File: config.mk
export PLATFORM = sky130hd
export DESIGN_NAME = fifo_skew_sched
export DESIGN_NICKNAME = d
export VERILOG_FILES = /design/src/rtl/fifo_sched_pkg.sv /design/src/rtl/fifo_skew_sched_skew_en_gen.sv /design/src/rtl/fifo_skew_sched.sv
export SDC_FILE = /design/constraint.sdc
export NUM_CORES = 1
export LEC_CHECK = 0
export ABC_AREA = 0
export CAP_MARGIN = 20
export CORE_ASPECT_RATIO = 0.6
export CORE_MARGIN = 2
export CORE_UTILIZATION = 40
export DETAILED_ROUTE_END_ITERATION = 10
export DONT_BUFFER_PORTS = 1
export PLACE_DENSITY = 0.5
export SYNTH_ARGS = -nofsm -noshare
export SYNTH_HDL_FRONTEND = slang
export SYNTH_SLANG_ARGS = --single-unit
File: constraint.sdc
create_clock -name clk -period 2.4 [get_ports clk]
set_input_delay 0.12 -clock clk [delete_from_list [all_inputs] [get_ports clk]]
set_output_delay 0.12 -clock clk [all_outputs]
set_load 0.02 [all_outputs]
File: src/rtl/fifo_sched_pkg.sv
// Shared state encoding and counter-width helpers for the FIFO skew scheduler.
package fifo_sched_pkg;

    typedef enum logic [2:0] {
        IDLE,
        FILL,
        COMPUTE,
        DRAIN,
        DONE
    } state_e;

    function automatic int beat_w(input int dim);
        return $clog2(dim * dim + 1);
    endfunction

    function automatic int cyc_w(input int dim);
        return $clog2(2 * dim);
    endfunction

endpackage

File: src/rtl/fifo_skew_sched_skew_en_gen.sv
// Diagonal window decode: lane i is live while i <= c < i+DIM and the array can advance.
module skew_en_gen #(
    parameter int DIM = 8,
    parameter int CW  = 4
) (
    input  logic [CW-1:0]  c,
    input  logic           mac_ready,
    output logic [DIM-1:0] col_valid
);

    genvar i;
    generate
        for (i = 0; i < DIM; i++) begin : g_lane
            assign col_valid[i] = mac_ready && (int'(c) >= i) && (int'(c) < i + DIM);
        end
    endgenerate

endmodule

File: src/rtl/fifo_skew_sched.sv
// Fill/skew/drain sequencer for the DIM x DIM delay-FIFO bank feeding the MAC array.
// Optional stall_cnt perf counter enabled by defining FIFO_SKEW_SCHED_PERF_EN.
module fifo_skew_sched
    import fifo_sched_pkg::*;
#(
    parameter int DIM  = 8,
    parameter int BITS = 64
) (
    input  logic            clk,
    input  logic            rst_n,
    input  logic            start,
    input  logic            clr,
    input  logic            in_valid,
    input  logic [BITS-1:0] in_data,
    output logic            in_ready,
    output logic [BITS-1:0] fifo_d,
    output logic [DIM-1:0]  fifo_en,
    output logic [DIM-1:0]  col_valid,
    input  logic            mac_ready,
    output logic            mac_en,
    output logic            busy,
    output logic            done
`ifdef FIFO_SKEW_SCHED_PERF_EN
   ,output logic [31:0]     stall_cnt
`endif
);

    localparam int BW         = beat_w(DIM);
    localparam int CW         = cyc_w(DIM);
    localparam int LAST_BEAT  = DIM * DIM - 1;
    localparam int LAST_C     = 2 * DIM - 2;
    localparam int LAST_DRAIN = DIM - 1;

    state_e         state_q, state_d;
    logic [BW-1:0]  beat_q, beat_d;
    logic [CW-1:0]  c_q, c_d;
    logic [DIM-1:0] win;
    logic [DIM-1:0] fill_en;

    skew_en_gen #(
        .DIM (DIM),
        .CW  (CW)
    ) u_skew (
        .c         (c_q),
        .mac_ready (mac_ready),
        .col_valid (win)
    );

    // c_q is reused as the drain counter once the skew window has fully passed.
    always_comb begin
        state_d = state_q;
        beat_d  = beat_q;
        c_d     = c_q;
        if (clr) begin
            state_d = IDLE;
            beat_d  = '0;
            c_d     = '0;
        end else begin
            case (state_q)
                IDLE: if (start) begin
                    state_d = FILL;
                    beat_d  = '0;
                    c_d     = '0;
                end
                FILL: if (in_valid) begin
                    if (int'(beat_q) == LAST_BEAT) begin
                        state_d = COMPUTE;
                        beat_d  = '0;
                        c_d     = '0;
                    end else begin
                        beat_d = beat_q + 1'b1;
                    end
                end
                COMPUTE: if (mac_ready) begin
                    if (int'(c_q) == LAST_C) begin
                        state_d = DRAIN;
                        c_d     = '0;
                    end else begin
                        c_d = c_q + 1'b1;
                    end
                end
                DRAIN: if (mac_ready) begin
                    if (int'(c_q) == LAST_DRAIN) begin
                        state_d = DONE;
                        c_d     = '0;
                    end else begin
                        c_d = c_q + 1'b1;
                    end
                end
                DONE:    state_d = IDLE;
                default: state_d = IDLE;
            endcase
        end
    end

    always_ff @(posedge clk or negedge rst_n) begin
        if (!rst_n) begin
            state_q <= IDLE;
            beat_q  <= '0;
            c_q     <= '0;
        end else begin
            state_q <= state_d;
            beat_q  <= beat_d;
            c_q     <= c_d;
        end
    end

    // Beat b lands in FIFO b/DIM; range compare avoids a divider.
    always_comb begin
        fill_en = '0;
        for (int i = 0; i < DIM; i++) begin
            fill_en[i] = (int'(beat_q) >= i * DIM) && (int'(beat_q) < (i + 1) * DIM);
        end
    end

    always_comb begin
        in_ready  = (state_q == FILL);
        fifo_d    = (state_q == FILL) ? in_data : '0;
        col_valid = (state_q == COMPUTE) ? win : '0;
        fifo_en   = '0;
        if (state_q == FILL && in_valid) fifo_en = fill_en;
        else if (state_q == COMPUTE)     fifo_en = win;
        mac_en    = (state_q == COMPUTE || state_q == DRAIN) && mac_ready;
        busy      = (state_q != IDLE);
        done      = (state_q == DONE);
    end

`ifdef FIFO_SKEW_SCHED_PERF_EN
    logic [31:0] stall_cnt_q, stall_cnt_d;

    always_comb begin
        stall_cnt_d = stall_cnt_q;
        if (state_q == IDLE && start && !clr) begin
            stall_cnt_d = '0;
        end else if ((state_q == COMPUTE || state_q == DRAIN) && !mac_ready
                     && stall_cnt_q != 32'hFFFF_FFFF) begin
            stall_cnt_d = stall_cnt_q + 32'd1;
        end
    end

    always_ff @(posedge clk or negedge rst_n) begin
        if (!rst_n) stall_cnt_q <= '0;
        else        stall_cnt_q <= stall_cnt_d;
    end

    assign stall_cnt = stall_cnt_q;
`endif

endmodule

==> flow_summary_export.csv <==
group,metric,value,unit
placement,placed_cell_area,1700,sq um
timing,finalWorstSetupSlack,0.247,ns
timing,finalSetupViolCount,0,
cells_and_area,drive_above_1_share,0.102,
floorplanning,fp.dieH,53.4,microns
cts,ctsHtreeMaxLevel,1,
cells_and_area,final_cells,273,
placement,dp_hpwl,4230,microns
timing,setup_tns,0,ns
yosys,synth_edf_count,0,
timing,grt_setup_unrepaired,"no",
cells_and_area,antennaDiodeCount,0,
yosys,synthesis.area,1630,sq um
yosys,ys_seq_elements,14,
drt,antenna_left,0,
global_routing,grt_util_all_layers,0.194,
yosys,synth_top_area_frac,0.250,
timing,maxSlewHeadroom,0.564,
cts,cts_tree,"yes",
power_and_ir_drop,power-per-cell-area,979,nW/um^2
cts,cts_buffers,3,
yosys,syn_inst,226,
power_and_ir_drop,internal_power,0.724,mW
critical_path,crit_arrival,2.03,ns
critical_path,critPathMaxFanout,65,
yosys,synth_top_cell_by_area,"and2_1",
yosys,ys.flop_type,"dfrtp_1",
floorplanning,core.rowCount,17,
floorplanning,fp.dieW,86.3,microns
yosys,synthDistinctLibCells,43,
timing,finalCriticalPeriod,2.15,ns
global_routing,antenna_found_initial,0,
placement,routabilityCongestion,0.874,
drt,drtPass1Iterations,4,
placement,port-buffer-count,0,
global_routing,grt_max_degree,66,
cts,cts_root_buf,"clkbuf_8",
floorplanning,core,3790,sq um
floorplanning,start_util,0.430,
flow_run,maxCapViolations,0,
timing,slew_viol_final,0,
yosys,yosysWarningCount,0,
global_routing,grt_pass1_wl,6690,microns
cts,clkLatencyLatePin,0.25,ns
floorplanning,die_area,4610,sq um
drt,finalWirelength,5070,microns
drt,dr.first_iter.drc_count,62,
worst_hold_path,holdCritPathClass,"in -> reg",
power_and_ir_drop,power_switching_share,0.582,
yosys,ys_seq_area_frac,0.215,
yosys,syn_area_per_cell,7.20,sq um
cts,cts_buffer_depth,2,
yosys,syn-num-nets,302,
yosys,yosysMostFrequentCell,"and2_1",
timing,tightest_slew,0.651,ns
yosys,synth_area_leaders,"and2_1, dfrtp_1, ha_1, nor2_1, nand2_1",
power_and_ir_drop,p_sw,1.01,mW
timing,holdWs,0.0455,ns
power_and_ir_drop,ir_worst_vdd,0.000517,V
cells_and_area,nNetsFinal,303,
global_routing,first_global_vias,1307,
power_and_ir_drop,clkPwrFrac,0.137,
yosys,netlist_top_cells_count,"and2_1, nor2_1, nand2_1, dfrtp_1, clkbuf_1",
timing,fin_crit_sh,0.897,
power_and_ir_drop,total_power,1.73,mW
timing,clock.fmax,0.464,GHz
cells_and_area,design_area,1770,sq um
power_and_ir_drop,p_leak,0.732,nW
global_routing,grt-ovfl-total,0,
drt,vias_per_cell,5.66,
cts,cts_num_sinks,14,
yosys,async_flop_share,1.00,
drt,wl_per_cell,18.6,microns
critical_path,required,2.28,ns
timing,hold_violations,0,
placement,pre_cts_slack,0.499,ns
timing,skew,0.00251,ns
cts,cts_resized,0,
cells_and_area,syn_to_final_growth,8.69,%
cts,post-cts-setup-buffers,0,
status,status,"finished clean",
critical_path,crit_path_end_kind,"primary output",
placement,place_inst,268,
drt,drc,0,
power_and_ir_drop,combPwrFrac,0.666,
critical_path,path_class,"reg -> out",
power_and_ir_drop,seq_power_share,0.196,
critical_path,startpoint_type,"register",
cts,clk_pin_slew_worst_paths,0.06,ns
floorplanning,ios,154,
cells_and_area,fin_util,0.467,
drt,via_count,1545,
## power groups by stage
stage                     Sequential (mW)  Clock (mW)  Combinational, mW
final                               0.340       0.238               1.15
after global routing                0.349       0.258               1.25
after CTS                           0.339       0.249               1.16
after detailed placement            0.344           0               1.15
after global placement              0.338           0               1.14
after floorplan                     0.288           0               1.07
## worst paths after layout
| path | slack (ns) | from | cells past startpoint | endpoint |
|---|---|---|---|---|
| setup / recovery | 0.25 | state_q[1]$_DFFE_PN0P_ | 5 | fifo_d[8] |
| hold / removal | 0.05 | clr | 3 | c_q[0]$_DFFE_PN0P_ |
| setup reg to reg | 0.45 | beat_q[0]$_DFFE_PN0P_ | 6 | state_q[0]$_DFFE_PN0P_ |
| hold reg to reg | 0.54 | beat_q[1]$_DFFE_PN0P_ | 2 | beat_q[1]$_DFFE_PN0P_ |
| max in group asynchronous | 1.65 | rst_n | 1 | beat_q[1]$_DFFE_PN0P_ |
| min in group asynchronous | 0.33 | rst_n | 1 | c_q[2]$_DFFE_PN0P_ |
## layout by cell type, fill, tap and decap left out, drive strengths merged, types with 3 or more instances in the layout
cell	netlist	routed
ha	6	6
nand2b	9	9
clkbuf	11	4
xnor2	6	6
nor3	7	7
nor2	16	16
o21ai	12	12
o22ai	5	5
dfrtp	14	14
and2	65	65
nand3	5	5
a21oi	7	7
or3	3	3
nand2	15	15
inv	8	8
buf	7	13
## metal layers
metal | part of all wire | vias to the layer above | track usage
met5 | 0 | - | 0
met4 | 0.0030 | 0 | 0.0286
met3 | 0.072 | 3 | 0.0515
met2 | 0.46 | 67 | 0.291
met1 | 0.47 | 725 | 0.282
li1 | - | 750 | -
## sequential cells by signal (all words and copies together) (netlist names)
name,flops
beat_q,7
c_q,4
state_q,3
## cell families (layout without fill, tap and decap cells)
| kind of cell | Yosys count | after routing | share of synthesized area |
|---|---|---|---|
| fa+ha+maj | 6 | 6 | 0.0462 |
| buf+inv | 27 | 27 | 0.0700 |
| flops | 14 | 14 | 0.215 |
| mux | 2 | 2 | 0.0138 |
| compound gates | 37 | 37 | 0.150 |
| simple gates | 133 | 133 | 0.467 |
| xor+xnor | 7 | 7 | 0.0377 |
## worst max-delay path, cell delays in order (launching register included)
cell,delay [ns]
dfrtp_1,0.48
nor2_1,0.25
nand2_1,0.15
inv_2,0.14
buf_4,0.39
and2_1,0.36
## timing repair
| action | 4_1_cts | 5_1_grt |
|---|---|---|
| setup endpoints to repair | 0 | 0 |
| endpoints found under the hold margin | 14 | 0 |
| hold buffers | 1 | 0 |
## area by class of cell
class | count | area, sq um
Fill cell | 361 | 2020
Timing Repair Buffer | 14 | 108
Tap cell | 47 | 58.8
Inverter | 9 | 33.8
Sequential cell | 14 | 350
Clock buffer | 4 | 55.1
Multi-Input combinational cell | 185 | 1160
(Power assumes the default switching activity.)
